### src/rtl/text_buffer_writer.sv
// text_buffer_writer
//   Turns decoded ASCII key events into character RAM writes for the VGA text
//   display. Keeps the cursor, wraps long lines, handles Enter, Backspace and
//   form-feed clear, and scrolls by rotating top_row. The display adds top_row
//   to its row index, so a scroll only has to blank one physical row.
//
// Ports
//   clk        in   system clock
//   clrn       in   asynchronous active-low reset
//   key_valid  in   ASCII event valid; source holds key_ascii until accepted
//   key_ascii  in   ASCII code (make events only)
//   key_ready  out  an event can be accepted this cycle (IDLE only)
//   wr_en      out  char RAM write strobe, one cycle per write
//   wr_addr    out  char RAM address = phys_row*COLS + col
//   wr_data    out  char RAM write data
//   cursor_x   out  current column 0..COLS-1
//   cursor_y   out  current logical row 0..ROWS-1
//   top_row    out  physical RAM row shown at screen row 0
//
// state    | meaning
// ---------+--------------------------------------------------------------
// IDLE     | accepting key events, one per cycle
// CLR_LINE | blanking the physical row that just became the bottom line
// CLR_ALL  | blanking the whole screen (after reset or form feed)

module text_buffer_writer #(
    parameter int COLS   = 70,
    parameter int ROWS   = 30,
    parameter int ADDR_W = 12
) (
    input  logic              clk,
    input  logic              clrn,
    input  logic              key_valid,
    input  logic [7:0]        key_ascii,
    output logic              key_ready,
    output logic              wr_en,
    output logic [ADDR_W-1:0] wr_addr,
    output logic [7:0]        wr_data,
    output logic [6:0]        cursor_x,
    output logic [4:0]        cursor_y,
    output logic [4:0]        top_row
);

    typedef enum logic [1:0] {IDLE, CLR_LINE, CLR_ALL} state_t;

    localparam logic [7:0]        SPACE     = 8'h20;
    localparam logic [6:0]        X_MAX     = 7'(COLS - 1);
    localparam logic [4:0]        Y_MAX     = 5'(ROWS - 1);
    localparam logic [ADDR_W-1:0] LINE_LAST = ADDR_W'(COLS - 1);
    localparam logic [ADDR_W-1:0] ALL_LAST  = ADDR_W'(COLS * ROWS - 1);

    // (top + row) mod ROWS; both operands are < ROWS so one subtract suffices.
    function automatic logic [4:0] phys_row(input logic [4:0] top, input logic [4:0] row);
        logic [5:0] s;
        s = {1'b0, top} + {1'b0, row};
        if (s >= 6'(ROWS))
            s = s - 6'(ROWS);
        return s[4:0];
    endfunction

    function automatic logic [ADDR_W-1:0] cell_addr(input logic [4:0] prow, input logic [6:0] col);
        return ADDR_W'(prow) * ADDR_W'(COLS) + ADDR_W'(col);
    endfunction

    state_t            r_state;
    logic              r_key_ready;
    logic              r_wr_en;
    logic [ADDR_W-1:0] r_wr_addr;
    logic [7:0]        r_wr_data;
    logic [6:0]        r_x;
    logic [4:0]        r_y;
    logic [4:0]        r_top;
    logic [ADDR_W-1:0] r_clr_addr;   // next address the clear states write
    logic [ADDR_W-1:0] r_clr_cnt;    // writes remaining minus one

    logic              w_accept;
    logic              w_printable;
    logic              w_enter;
    logic              w_bs;
    logic              w_ff;
    logic              w_bs_ok;
    logic [6:0]        w_bs_x;
    logic [4:0]        w_bs_y;
    logic              w_line_feed;
    logic [4:0]        w_top_inc;
    logic [ADDR_W-1:0] w_cur_addr;
    logic [ADDR_W-1:0] w_bs_addr;
    logic [ADDR_W-1:0] w_line_base;

    assign w_accept    = key_valid & r_key_ready;
    assign w_printable = (key_ascii >= 8'h20) && (key_ascii <= 8'h7E);
    assign w_enter     = (key_ascii == 8'h0D);
    assign w_bs        = (key_ascii == 8'h08);
    assign w_ff        = (key_ascii == 8'h0C);

    assign w_bs_ok = (r_x != 7'd0) || (r_y != 5'd0);
    assign w_bs_x  = (r_x != 7'd0) ? r_x - 7'd1 : X_MAX;
    assign w_bs_y  = (r_x != 7'd0) ? r_y : r_y - 5'd1;

    // Line feed comes from Enter or from a printable char in the last column.
    assign w_line_feed = w_enter || (w_printable && (r_x == X_MAX));
    assign w_top_inc   = (r_top == Y_MAX) ? 5'd0 : r_top + 5'd1;

    assign w_cur_addr  = cell_addr(phys_row(r_top, r_y), r_x);
    assign w_bs_addr   = cell_addr(phys_row(r_top, w_bs_y), w_bs_x);
    // On scroll the old top row becomes the new bottom row.
    assign w_line_base = cell_addr(r_top, 7'd0);

    always_ff @(posedge clk or negedge clrn) begin
        if (!clrn) begin
            r_state     <= CLR_ALL;
            r_key_ready <= 1'b0;
            r_wr_en     <= 1'b0;
            r_wr_addr   <= '0;
            r_wr_data   <= 8'h00;
            r_x         <= 7'd0;
            r_y         <= 5'd0;
            r_top       <= 5'd0;
            r_clr_addr  <= '0;
            r_clr_cnt   <= ALL_LAST;
        end else begin
            r_wr_en <= 1'b0;
            case (r_state)
                IDLE: begin
                    if (w_accept) begin
                        if (w_printable) begin
                            r_wr_en   <= 1'b1;
                            r_wr_addr <= w_cur_addr;
                            r_wr_data <= key_ascii;
                            r_x       <= (r_x == X_MAX) ? 7'd0 : r_x + 7'd1;
                        end else if (w_enter) begin
                            r_x <= 7'd0;
                        end else if (w_bs) begin
                            if (w_bs_ok) begin
                                r_x       <= w_bs_x;
                                r_y       <= w_bs_y;
                                r_wr_en   <= 1'b1;
                                r_wr_addr <= w_bs_addr;
                                r_wr_data <= SPACE;
                            end
                        end else if (w_ff) begin
                            r_state     <= CLR_ALL;
                            r_key_ready <= 1'b0;
                            r_clr_addr  <= '0;
                            r_clr_cnt   <= ALL_LAST;
                        end

                        if (w_line_feed) begin
                            if (r_y != Y_MAX) begin
                                r_y <= r_y + 5'd1;
                            end else begin
                                r_top       <= w_top_inc;
                                r_state     <= CLR_LINE;
                                r_key_ready <= 1'b0;
                                r_clr_addr  <= w_line_base;
                                r_clr_cnt   <= LINE_LAST;
                            end
                        end
                    end
                end

                CLR_LINE, CLR_ALL: begin
                    r_wr_en    <= 1'b1;
                    r_wr_addr  <= r_clr_addr;
                    r_wr_data  <= SPACE;
                    r_clr_addr <= r_clr_addr + 1'b1;
                    r_clr_cnt  <= r_clr_cnt - 1'b1;
                    if (r_clr_cnt == '0) begin
                        r_state     <= IDLE;
                        r_key_ready <= 1'b1;
                        if (r_state == CLR_ALL) begin
                            r_x   <= 7'd0;
                            r_y   <= 5'd0;
                            r_top <= 5'd0;
                        end
                    end
                end

                default: begin
                    r_state     <= CLR_ALL;
                    r_key_ready <= 1'b0;
                    r_clr_addr  <= '0;
                    r_clr_cnt   <= ALL_LAST;
                end
            endcase
        end
    end

    assign key_ready = r_key_ready;
    assign wr_en     = r_wr_en;
    assign wr_addr   = r_wr_addr;
    assign wr_data   = r_wr_data;
    assign cursor_x  = r_x;
    assign cursor_y  = r_y;
    assign top_row   = r_top;

endmodule

### config.mk
export PLATFORM = sky130hd
export DESIGN_NAME = text_buffer_writer
export DESIGN_NICKNAME = d
export VERILOG_FILES = /design/src/rtl/text_buffer_writer.sv
export SDC_FILE = /design/constraint.sdc
export NUM_CORES = 1
export LEC_CHECK = 0
export BUFFER_PORTS_ARGS = -buffer_cell sky130_fd_sc_hd__buf_4
export CORE_ASPECT_RATIO = 0.6
export CORE_UTILIZATION = 50
export CTS_CLUSTER_DIAMETER = 60
export CTS_CLUSTER_SIZE = 25
export DETAILED_ROUTE_END_ITERATION = 12
export GPL_TIMING_DRIVEN = 0
export PLACE_DENSITY = 0.77
export SETUP_SLACK_MARGIN = 0.02
export SLEW_MARGIN = 10
export SYNTH_ARGS = -nofsm -noshare
export SYNTH_HDL_FRONTEND = slang
export SYNTH_SLANG_ARGS = --single-unit
### constraint.sdc
create_clock -name clk -period 16.8 [get_ports clk]
set_input_delay 0.84 -clock clk [delete_from_list [all_inputs] [get_ports clk]]
set_output_delay 0.84 -clock clk [all_outputs]
set_load 0.01 [all_outputs]
==> results.ini <==
[power]
seq_power_share_pct=42.7
netSwitchingFraction_pct=23.6
p_clk_share_pct=54.4
combPwrFrac_pct=2.9
p_int_uw=280
p_per_area_nw_per_um2=50.0
leakage_uw=0.00342
irDropWorstVdd_mv=0.0465
p_sw_uw=86.7

[routing]
wl_um=19000
wl_met1_um=9410
via_count=6244
initialDrtViolationCount=621
routedWlPerCell_um=18.5
top_layer=met4
first_pass_iters=5
drtAntennaViolNets=0
drc=0
met3_length_um=2160
vias_per_cell=6.09
wl_met2_um=7270

[critical_path]
crit_cells=27
cp_top_family=adder cells
crit_path_end_kind=flop
reg2reg_depth=27
path_common_cell=ha_1
cp.arrival_ns=7.55
crit_path_top_delay_cell=nor2_1
cp-start-kind=flop
path_class=flop to flop
path_buf_inv=3
cpPeakStageDelay_ns=0.63
reg2reg_slack_ns=9.47
worstPathRequired_ns=17.02
path_max_fanout=11

[clock_tree]
ctsHoldBuffers=0
cts_tree=built
cts_buffers=9
clock_sinks=65
clk_latency_ns=0.35
cts_setup_buffers=0
htreeDepth=3
cts.clk_slew.worst_paths_ns=0.07
clock-root-buffer=clkbuf_16
cts.path.max_buffers=2
cts-resized-gates=0

[sta]
max_clock_freq_mhz=136
period_share_pct=43.6
fin_skew_ns=0.0148
drv_slew=0
period_needed_ns=7.33
hold_viol=0
rsz0062_at_grt=false
maxSlewHeadroom_pct=40.2
fin_setup_tns_ns=0
tightestPinTransition_ns=0.890
setup_ws_ns=9.47
setup_viol=0

[yosys]
syn_inst=796
synth_edf_count=0
yosys_warnings=0
ys_ff_latch=65
ys_async_sr_fraction_pct=100
syn_nets=889
synth.avg_cell_area_um2=8.10
syn-cell-area_um2=6450
synth.distinct_cells=77
synth_flop_cell=dfrtp_1
yosysSeqAreaShare_pct=25.3

[finish]
post-route-util_pct=59.6
fin_nets=949
fill_cells=1115
final_cells=1026
layout-drive-gt1-share_pct=12.8
n_antenna_cell=0
area_delta_synth_final_pct=13.7

[place]
dp_hpwl_um=14400
dp_slack_ns=9.73
dp_cells=1010
routabilityCongestion=0.934
place.port_buffers=49

[global_routing]
antenna_found_initial=0
grt_max_degree=66
grt_pass1_vias=5732
grt_usage_pct=29.5
grt.overflow.total=0
grt_pass1_wl_um=30500

[floorplan]
die_h_um=90.0
row_count=31
ios=50
die_w_um=149
die_area_um2=13400
core_area_um2=12300
start_util_pct=52.4

[hold_path]
hold_class=flop to flop
hold_path_depth=1

[job]
maxCapViolCount=0

[run_status]
outcome=finished clean

cell families after synthesis:
group,share of synthesized area (%)
buffers and inverters,4.50
multiplexers,1.36
AO/OA/AOI/OAI,23.0
adder cells (fa/ha/maj),16.7
flip-flops,25.3
XOR/XNOR,7.30
AND/OR/NAND/NOR,21.8
routing by layer:
layer	vias up	track usage [%]
met5	-	0
met4	0	4.98
met3	13	10.1
met2	313	38.6
met1	2943	46.0
li1	2975	-
worst register-to-register path, cell delays in order (launching register included):
cell,delay (ns)
dfrtp_1,0.51
inv_1,0.11
ha_1,0.19
nor3b_4,0.28
nand2_1,0.11
nor2_1,0.63
nor2_1,0.09
a21oi_1,0.22
inv_1,0.09
fa_1,0.43
nand2b_1,0.16
a21oi_1,0.18
xor2_1,0.35
nor2_1,0.09
mux2i_1,0.37
inv_1,0.18
ha_1,0.33
ha_1,0.30
ha_1,0.34
xor2_1,0.19
ha_1,0.33
a21boi_0,0.25
o21ai_0,0.15
a211oi_1,0.49
nor2b_1,0.24
mux2_4,0.32
a211oi_2,0.23
nor3_2,0.06
registers in the layout (all words and copies together), names as in the netlist, 2 cells and up:
| register | flops |
|---|---|
| top_row | 5 |
| r_clr_cnt | 12 |
| wr_data | 8 |
| r_state | 2 |
| r_clr_addr | 12 |
| wr_addr | 12 |
| cursor_y | 5 |
| cursor_x | 7 |
cell type report:
cell class	instances	area [um2]	area share, %
buffer	25	110	1.50
clock buffer	10	239	3.26
clock inverter	6	72.6	0.990
inverter	48	180	2.46
multi-input combinational	658	4520	61.7
sequential	65	1630	22.3
tap	165	206	2.82
timing repair buffer	49	368	5.02
cell usage after synthesis, drive strengths merged (3+ instances only):
cell type	number	area, um2
fa	7	140
nand2b	13	81.3
clkbuf	18	67.6
or3	5	36.3
a32oi	3	26.3
xnor2	30	263
a211oi	13	113
o21bai	5	37.5
and3	9	56.3
nand4	10	68.8
a21oi	64	343
a21o	7	52.6
buf	7	42.5
mux2i	5	50.1
nand3	28	145
nor2	80	305
or2	3	18.8
and2	6	37.5
a22oi	7	52.6
nor3b	7	73.8
nand2	89	334
mux2	3	37.5
xor2	22	208
nor4	6	43.8
dfrtp	59	1480
inv	48	180
nor3	22	115
a22o	5	43.8
o22ai	6	37.5
a31oi	16	100
ha	75	938
o22a	5	43.8
nor2b	7	43.8
dfstp	6	158
o31ai	6	45.0
o21ai	66	342
path summary, 6_finish.rpt:
path / startpoint / to
max in group asynchronous: clrn / r_clr_addr[11]
setup / recovery: cursor_x[0] / wr_addr[11]
hold reg to reg: wr_data[7] / wr_data[7]
min in group asynchronous: clrn / cursor_y[1]
setup reg to reg: cursor_x[0] / wr_addr[11]
hold / removal: wr_data[7] / wr_data[7]
cells in the final DEF (no fill, tap or decap), drive strengths merged, types with 22 or more instances in the layout:
master / count
inv: 51
nand3: 28
clkbuf: 28
dfrtp: 59
buf: 56
ha: 75
xnor2: 30
nor3: 22
nor2: 80
o21ai: 66
a21oi: 64
nand2: 89
xor2: 22
power groups by stage:
stage	Sequential (uW)	Combinational, uW	Clock (uW)
floorplan	159	3.62	0
global placement	159	10.7	0
detailed placement	159	10.8	0
CTS	157	10.8	200
global route	157	12.0	207
finish	157	10.8	200
stage by stage:
step	cell area (um2)	hold WS, ns	total power [uW]
6_report	7330	0.492	367
3_5_place_dp	7020	0.464	170
2_1_floorplan	6450	0.494	163
4_1_cts	7330	0.487	368
5_1_grt	7330	0.509	376
3_3_place_gp	7020	0.464	170
Power figures use the tool's default switching activity.
